### src/rtl/uart_sample_rx.sv
`default_nettype none
// +--------------------------------------------------------------------------+
// | uart_sample_rx : 8N1 UART receiver that rebuilds tagged 12-bit samples    |
// | Optional macro UART_SAMPLE_RX_PARITY_EN: 8E1 framing plus parity_err.     |
// | Revision: 1.0                                                             |
// +--------------------------------------------------------------------------+
module uart_sample_rx #(
    parameter int         CLK_FREQ = 50000000,
    parameter int         BAUD     = 9600,
    parameter logic [3:0] TAG      = 4'hA,
    parameter int         GAP_BITS = 20
) (
    input  logic        sysclk,
    input  logic        rst_n,
    input  logic        rx,
    output logic [11:0] data_out,
    output logic        valid,
    output logic        frame_err,
    output logic        tag_err,
    output logic        gap_err,
`ifdef UART_SAMPLE_RX_PARITY_EN
    output logic        parity_err,
`endif
    output logic        busy
);
    localparam int DIV     = CLK_FREQ / BAUD;
    localparam int GAP_MAX = GAP_BITS * DIV;
    localparam int CW      = $clog2(DIV) + 1;
    localparam int GW      = $clog2(GAP_MAX) + 1;

    localparam logic [CW-1:0] C_HALF     = CW'(DIV / 2 - 1);
    localparam logic [CW-1:0] C_FULL     = CW'(DIV - 1);
    localparam logic [GW-1:0] C_GAP_LAST = GW'(GAP_MAX - 1);

    typedef enum logic [2:0] {
        S_IDLE   = 3'd0,
        S_START  = 3'd1,
        S_DATA   = 3'd2,
        S_PARITY = 3'd3,
        S_STOP   = 3'd4
    } bit_state_t;

    typedef enum logic [0:0] {
        A_EXP_HI = 1'b0,
        A_EXP_LO = 1'b1
    } asm_state_t;

    logic            r_rx_meta;
    logic            r_rx_s;
    bit_state_t      r_state;
    bit_state_t      w_next;
    logic [CW-1:0]   r_cnt;
    logic [2:0]      r_bit_idx;
    logic [7:0]      r_shreg;
    logic            r_rearm;
    asm_state_t      r_asm;
    asm_state_t      w_asm_next;
    logic [3:0]      r_hi_nib;
    logic [GW-1:0]   r_gap_cnt;
    logic [11:0]     r_data;
    logic            r_valid;
    logic            r_frame;
    logic            r_tag;
    logic            r_gap;

    logic            w_start;
    logic            w_half;
    logic            w_full;
    logic            w_stop_smp;
    logic            w_frame;
    logic            w_par_bad;
    logic            w_byte_done;
    logic            w_gap_hit;
    logic            w_valid_nx;
    logic            w_tag_nx;

`ifdef UART_SAMPLE_RX_PARITY_EN
    logic            r_par;
    logic            r_parity;
    assign w_par_bad  = w_stop_smp && r_rx_s && (^{r_shreg, r_par});
    assign parity_err = r_parity;
`else
    assign w_par_bad  = 1'b0;
`endif

    // A low rx_s after a framing error is the bad stop bit itself, not a new start.
    assign w_start     = (r_state == S_IDLE) && !r_rearm && !r_rx_s;
    assign w_half      = (r_cnt == C_HALF);
    assign w_full      = (r_cnt == C_FULL);
    assign w_stop_smp  = (r_state == S_STOP) && w_full;
    assign w_frame     = w_stop_smp && !r_rx_s;
    assign w_byte_done = w_stop_smp && r_rx_s && !w_par_bad;
    assign w_gap_hit   = (r_asm == A_EXP_LO) && (r_state == S_IDLE) && !w_start
                         && (r_gap_cnt == C_GAP_LAST);

    always_comb begin
        w_next = r_state;
        case (r_state)
            S_IDLE:   if (w_start) w_next = S_START;
            S_START:  if (w_half) w_next = r_rx_s ? S_IDLE : S_DATA;
`ifdef UART_SAMPLE_RX_PARITY_EN
            S_DATA:   if (w_full && (r_bit_idx == 3'd7)) w_next = S_PARITY;
            S_PARITY: if (w_full) w_next = S_STOP;
`else
            S_DATA:   if (w_full && (r_bit_idx == 3'd7)) w_next = S_STOP;
`endif
            S_STOP:   if (w_full) w_next = S_IDLE;
            default:  w_next = S_IDLE;
        endcase
    end

    always_comb begin
        w_asm_next = r_asm;
        w_valid_nx = 1'b0;
        w_tag_nx   = 1'b0;
        if (w_frame || w_par_bad || w_gap_hit) begin
            w_asm_next = A_EXP_HI;
        end else if (w_byte_done) begin
            if (r_asm == A_EXP_HI) begin
                if (r_shreg[7:4] == TAG) w_asm_next = A_EXP_LO;
                else                     w_tag_nx   = 1'b1;
            end else begin
                w_asm_next = A_EXP_HI;
                w_valid_nx = 1'b1;
            end
        end
    end

    always_ff @(posedge sysclk) begin
        if (!rst_n) begin
            r_rx_meta <= 1'b1;
            r_rx_s    <= 1'b1;
            r_state   <= S_IDLE;
            r_cnt     <= '0;
            r_bit_idx <= '0;
            r_shreg   <= '0;
            r_rearm   <= 1'b0;
        end else begin
            r_rx_meta <= rx;
            r_rx_s    <= r_rx_meta;
            r_state   <= w_next;
            if ((r_state != w_next) || ((r_state == S_DATA) && w_full))
                r_cnt <= '0;
            else if (!w_full)
                r_cnt <= r_cnt + 1'b1;
            if (w_start)
                r_bit_idx <= '0;
            else if ((r_state == S_DATA) && w_full) begin
                r_bit_idx <= r_bit_idx + 1'b1;
                r_shreg   <= {r_rx_s, r_shreg[7:1]};
            end
            if (w_frame)     r_rearm <= 1'b1;
            else if (r_rx_s) r_rearm <= 1'b0;
        end
    end

`ifdef UART_SAMPLE_RX_PARITY_EN
    always_ff @(posedge sysclk) begin
        if (!rst_n) begin
            r_par    <= 1'b0;
            r_parity <= 1'b0;
        end else begin
            if ((r_state == S_PARITY) && w_full) r_par <= r_rx_s;
            r_parity <= w_par_bad;
        end
    end
`endif

    always_ff @(posedge sysclk) begin
        if (!rst_n) begin
            r_asm     <= A_EXP_HI;
            r_hi_nib  <= '0;
            r_gap_cnt <= '0;
            r_data    <= '0;
            r_valid   <= 1'b0;
            r_frame   <= 1'b0;
            r_tag     <= 1'b0;
            r_gap     <= 1'b0;
        end else begin
            r_asm   <= w_asm_next;
            r_valid <= w_valid_nx;
            r_tag   <= w_tag_nx;
            r_frame <= w_frame;
            r_gap   <= w_gap_hit;
            if (w_byte_done && (r_asm == A_EXP_HI)) r_hi_nib <= r_shreg[3:0];
            if (w_valid_nx) r_data <= {r_hi_nib, r_shreg};
            if ((r_asm != A_EXP_LO) || w_start)
                r_gap_cnt <= '0;
            else if ((r_state == S_IDLE) && (r_gap_cnt != C_GAP_LAST))
                r_gap_cnt <= r_gap_cnt + 1'b1;
        end
    end

    assign data_out  = r_data;
    assign valid     = r_valid;
    assign frame_err = r_frame;
    assign tag_err   = r_tag;
    assign gap_err   = r_gap;
    assign busy      = (r_state != S_IDLE) || (r_asm == A_EXP_LO);

endmodule
`default_nettype wire

### config.mk
export PLATFORM = sky130hd
export DESIGN_NAME = uart_sample_rx
export DESIGN_NICKNAME = d
export VERILOG_FILES = /design/src/rtl/uart_sample_rx.sv
export SDC_FILE = /design/constraint.sdc
export NUM_CORES = 1
export LEC_CHECK = 0
export ABC_CLOCK_PERIOD_IN_PS = 3350
export BUFFER_PORTS_ARGS = -buffer_cell sky130_fd_sc_hd__buf_4
export CORE_ASPECT_RATIO = 1.2
export CORE_MARGIN = 8
export CORE_UTILIZATION = 64
export CTS_CLUSTER_DIAMETER = 50
export DETAILED_ROUTE_END_ITERATION = 12
export PLACE_DENSITY = 0.83
export SETUP_SLACK_MARGIN = 0.05
export SYNTH_ARGS = -nofsm -noshare
export SYNTH_HDL_FRONTEND = slang
export SYNTH_SLANG_ARGS = --single-unit
### constraint.sdc
create_clock -name sysclk -period 3.35 [get_ports sysclk]
set_input_delay 0.5025 -clock sysclk [delete_from_list [all_inputs] [get_ports sysclk]]
set_output_delay 0.5025 -clock sysclk [all_outputs]
set_load 0.02 [all_outputs]
Yosys cells after proc, flatten, opt, wreduce, memory -nomap -nowiden
Index checks and enable logic that the tools add are counted. W data, S select, Z words.

Add/subtract/negate cells: 3. Equal/unequal tests: 10. Mux-type cells: 14. Bitwise operators: 4. Reductions and logical operators: 28.

Operators with widths (number): $add A18 B1 Y18 const B (1); $eq A18 B17 Y1 const B (1); $ne A18 B17 Y1 const B (1); $add A14 B1 Y14 const B (1); $eq A14 B12 Y1 const B (1); $eq A14 B13 Y1 const B (1); $logic_and A1 B1 Y1 (12); $mux W3 (4); $pmux W3 S4 (1); $mux W1 (8); $reduce_or A2 Y1 (4); $eq A3 B3 Y1 const B (2); $eq A4 B4 Y1 const B (1); $logic_or A1 B1 Y1 (4); $not A1 Y1 (4); $reduce_or A4 Y1 (1); $add A3 B1 Y3 const B (1); $eq A3 B1 Y1 const B (1); $eq A3 B2 Y1 const B (1); $logic_not A1 Y1 (3); $logic_not A3 Y1 (1); $ne A3 B3 Y1 (1); $reduce_bool A3 Y1 (1); $mux W2 (1); other kinds (2) (2).

Bits in registers: 70. Output and inout port bits: 17. Logic and storage cells: 74.

Depth between registers and ports, before layout
Depth in word-level cells: 8. Depth in mapped cells: 7.

Worst setup path after synthesis
Ideal clock, no wire load.

Path type: flip-flop to flip-flop. Start point: register r_cnt[3]. End point: register r_bit_idx[0]. Library setup time: 0.071 ns. Arrival time: 1.979 ns. Required time: 3.279 ns. Setup slack: 1.300 ns. Cell stages (with the launch flop): 6. Path buffers: 1. Cells stage by stage: dfxtp_1 or4b_4 or4_4 buf_6 or3_1 a21oi_1.

Word-level cells in the longest chain between the ends: 2.

RTL lines: start, declared (line 52) `logic [CW-1:0] r_cnt;`; start signal, assigned (line 145) `r_cnt <= r_cnt + 1'b1;`; $eq A14 B13 Y1 (line 89) `assign w_full = (r_cnt == C_FULL);`; $logic_and A1 B1 Y1 (line 148) `else if ((r_state == S_DATA) && w_full) begin`; end signal, assigned (line 149) `r_bit_idx <= r_bit_idx + 1'b1;`; end, declared (line 53) `logic [2:0] r_bit_idx;`.

Every way passes these cells. A chain may end at the register's enable or synchronous reset.

Worst setup path in the final report
Start point: register r_cnt[3]. End point: register r_cnt[2].

Word-level cells in the longest chain between the ends: 7. Elaborated cells on any way between the ends: 11. Classes of those cells: 3 x eq/ne; 4 x mux; 4 x reduce/logical.

RTL lines: $eq A14 B13 Y1 (line 89); $logic_and A1 B1 Y1 (line 105) `S_DATA: if (w_full && (r_bit_idx == 3'd7)) w_next = S_STOP;`; $mux W3 (line 105); $pmux W3 S4 (line 98) `case (r_state)`; $ne A3 B3 Y1 (line 142) `if ((r_state != w_next) || ((r_state == S_DATA) && w_full))`; $logic_or A1 B1 Y1 (line 142); $reduce_or A2 Y1 (no line).

Parallel ways exist; a longest one is shown, timed or not.

==> impl_metrics.env <==
export IMPL_p_seq_share_pct=49.4
export IMPL_cpLargestDelayFamily="simple AND/OR/NAND/NOR gates"
export IMPL_setup_viol_count_final=0
export IMPL_p_clk_share_pct=48.7
export IMPL_drt_iter0_drc=213
export IMPL_worstSetupPathType="reg2reg"
export IMPL_setup_tns_ps=0
export IMPL_ys_seq_area_share_pct=44.5
export IMPL_dr_pass1_iters=4
export IMPL_yosys_top_cells_count="70 x dfxtp_1, 39 x nand2_1, 25 x a21oi_1, 24 x nor2_1, 23 x nand3_1"
export IMPL_die_w_um=80.0
export IMPL_cts_sinks=70
export IMPL_ys_flop_type="dfxtp_1"
export IMPL_cp_slowest_cell="or4_4"
export IMPL_hold_path_class="in2reg"
export IMPL_power_density_mw_per_mm2=480
export IMPL_final_area_mm2=0.00355
export IMPL_synth_edf_count=0
export IMPL_cts_buffers=9
export IMPL_max_slew_worst_pin_slew_ps=922
export IMPL_yosysTopAreaCell="dfxtp_1"
export IMPL_drt_total_wl_mm=6.59
export IMPL_grt_start_max_net_pins=33
export IMPL_fin_nets=381
export IMPL_dp_hpwl_mm=4.54
export IMPL_skew_ps=12.8
export IMPL_die_area_mm2=0.00743
export IMPL_synth_most_common_cell="dfxtp_1"
export IMPL_viasPerCell=6.14
export IMPL_rsz0062_at_grt="false"
export IMPL_internal_power_w=0.00134
export IMPL_antenna_found_initial=0
export IMPL_clk_pin_slew_ps=80
export IMPL_worstPathMaxFanout=20
export IMPL_fillers=377
export IMPL_die_y_um=92.8
export IMPL_pin_count=20
export IMPL_cp_arrival_ps=2640
export IMPL_p_sw_w=0.000361
export IMPL_io_buffers=19
export IMPL_dpl_instance_area_mm2=0.00330
export IMPL_switching_share_pct=21.2
export IMPL_syn2layout_area_growth_pct=12.7
export IMPL_synthTopCellsByArea="dfxtp_1 44%, mux2i_1 5.7%, nand2_1 4.6%"
export IMPL_ant_nets=0
export IMPL_post_route_drc_count=0
export IMPL_endpoint_kind="register"
export IMPL_synth_top_area_share_pct=44.5
export IMPL_fmax_ghz=0.412
export IMPL_syn_inst=361
export IMPL_maxCapViolations=0
export IMPL_drv_slew=0
export IMPL_clk_path_buf_depth=2
export IMPL_ctsHoldBuffers=0
export IMPL_clock_latency_ps=350
export IMPL_synthDistinctLibCells=47
export IMPL_hold_viol_final=0
export IMPL_yosysWarnings=0
export IMPL_coreArea_mm2=0.00483
export IMPL_finalPower_w=0.00170
export IMPL_peakVddDrop_uv=349
export IMPL_ctsHtreeMaxLevel=3
export IMPL_post_cts_resized=0
export IMPL_slew_limit_headroom_pct=37.9
export IMPL_synth_area_mm2=0.00315
export IMPL_antenna_cells_inserted=0
export IMPL_cts_tree="yes"
export IMPL_startpoint_type="register"
export IMPL_start_util_pct=65.1
export IMPL_final_min_clock_period_ps=2430
export IMPL_status="finished, final reports clean"
export IMPL_grt_overflow_total=0
export IMPL_postCtsSetupBuffers=0
export IMPL_cpPeakStageDelay_ps=650
export IMPL_placementRows=28
export IMPL_finalCritPeriodShare_pct=72.5
export IMPL_track_usage_pct=19.3
export IMPL_ys_ff_latch=70
export IMPL_clock_tree_root_cell="clkbuf_8"
export IMPL_final_layout_size_suffix_gt1_share_pct=12.7
export IMPL_grt_pass1_vias=2583
export IMPL_postSynthAreaPerCell_um2=8.72
export IMPL_p_comb_share_pct=1.9
export IMPL_vias=2695
export IMPL_path_cells="or4b_4 > or4_4 > o211ai_2 > nor3_1"
export IMPL_worst_path_buf_inv=0
export IMPL_p_leak_nw=1.30
export IMPL_grt_pass1_wl_mm=11.7
export IMPL_synth_fp_nets=368
export IMPL_async_reset_ff_share_pct=0
export IMPL_routedWlPerCell_um=15.0
export IMPL_crit_required_ps=3560
export IMPL_routabilityCongestion=0.821
[routing by layer]
layer  track usage [%]  vias to the layer above  share of wire (%)
li1                  -                     1335                  -
met1              21.8                     1285                 42
met2              32.3                       58                 51
met3              3.88                       17                4.8
met4              11.6                        0                2.7
met5                 0                        -                  0
[sequential cells by signal, indices dropped and copies added (netlist names)]
signal     flops
r_gap_cnt     18
r_cnt         14
data_out      12
r_shreg        8
r_hi_nib       4
r_bit_idx      3
r_state        3
frame_err      1
gap_err        1
r_asm          1
r_rearm        1
r_rx_meta      1
r_rx_s         1
tag_err        1
valid          1
[worst reg2reg max path, cell delays in order (launching register included)]
cell,delay (ps)
dfxtp_1,370
or4b_4,570
or4_4,650
o211ai_2,560
nor3_1,150
[stage by stage]
step | std cells | hold WS, ps | util [%] | setup slack, ps
after CTS | 439 | 318 | 73.4 | 926
final | 439 | 326 | 73.4 | 921
after global routing | 439 | 322 | 73.4 | 775
after floorplan | 361 | 386 | - | 1300
after detailed placement | 423 | 409 | 68.3 | 918
after global placement | 423 | 410 | 68.3 | 967
[power by group through the flow]
stage          Combinational [W]  Sequential [W]  Clock, W
6_report               0.0000327        0.000842  0.000829
3_5_place_dp           0.0000331        0.000862         0
3_3_place_gp           0.0000327        0.000861         0
2_1_floorplan          0.0000265        0.000858         0
4_1_cts                0.0000327        0.000842  0.000835
5_1_grt                0.0000367        0.000843  0.000872
[cell families (layout without fill, tap and decap cells)]
logic type                 after synthesis  in the layout  synth area share [%]
AOI/OAI and AO/OA                       61             61                  11.3
xor gates and xnor gates                16             16                  4.45
adders and majority gates                5              5                  1.91
buffers and inverters                   26             44                  3.54
DFF                                     70             70                  44.5
muxes                                   18             18                  5.72
and+or+nand+nor                        165            165                  28.6
[path summary, 6_finish.rpt]
| path | start | endpoint | slack (ps) | cells past startpoint |
|---|---|---|---|---|
| setup / recovery | r_cnt[3] | r_cnt[2] | 920 | 4 |
| hold / removal | rx | r_rx_meta | 330 | 2 |
| hold reg to reg | r_rx_meta | r_rx_s | 420 | 1 |
| setup reg to reg | r_cnt[3] | r_cnt[2] | 920 | 4 |
[area by class of cell]
class / instances / area, µm² / share of cell area [%]
multi-input combinational: 265 / 1640 / 46.1
sequential: 70 / 1400 / 39.5
clock inverter: 7 / 120 / 3.39
inverter: 5 / 18.8 / 0.529
clock buffer: 9 / 124 / 3.49
tap: 60 / 75.1 / 2.12
timing repair buffer: 23 / 173 / 4.87
[cell usage in the layout (no fill, tap or decap), types with 10 or more instances in the layout]
| cell type | n |
|---|---|
| a21oi_1 | 25 |
| dfxtp_1 | 70 |
| nand4_1 | 17 |
| nor2_1 | 24 |
| mux2i_1 | 18 |
| xor2_1 | 10 |
| nand2_1 | 39 |
| o21ai_0 | 20 |
| buf_4 | 23 |
| nand3_1 | 23 |
No activity file was read; power rests on OpenSTA's default activity.
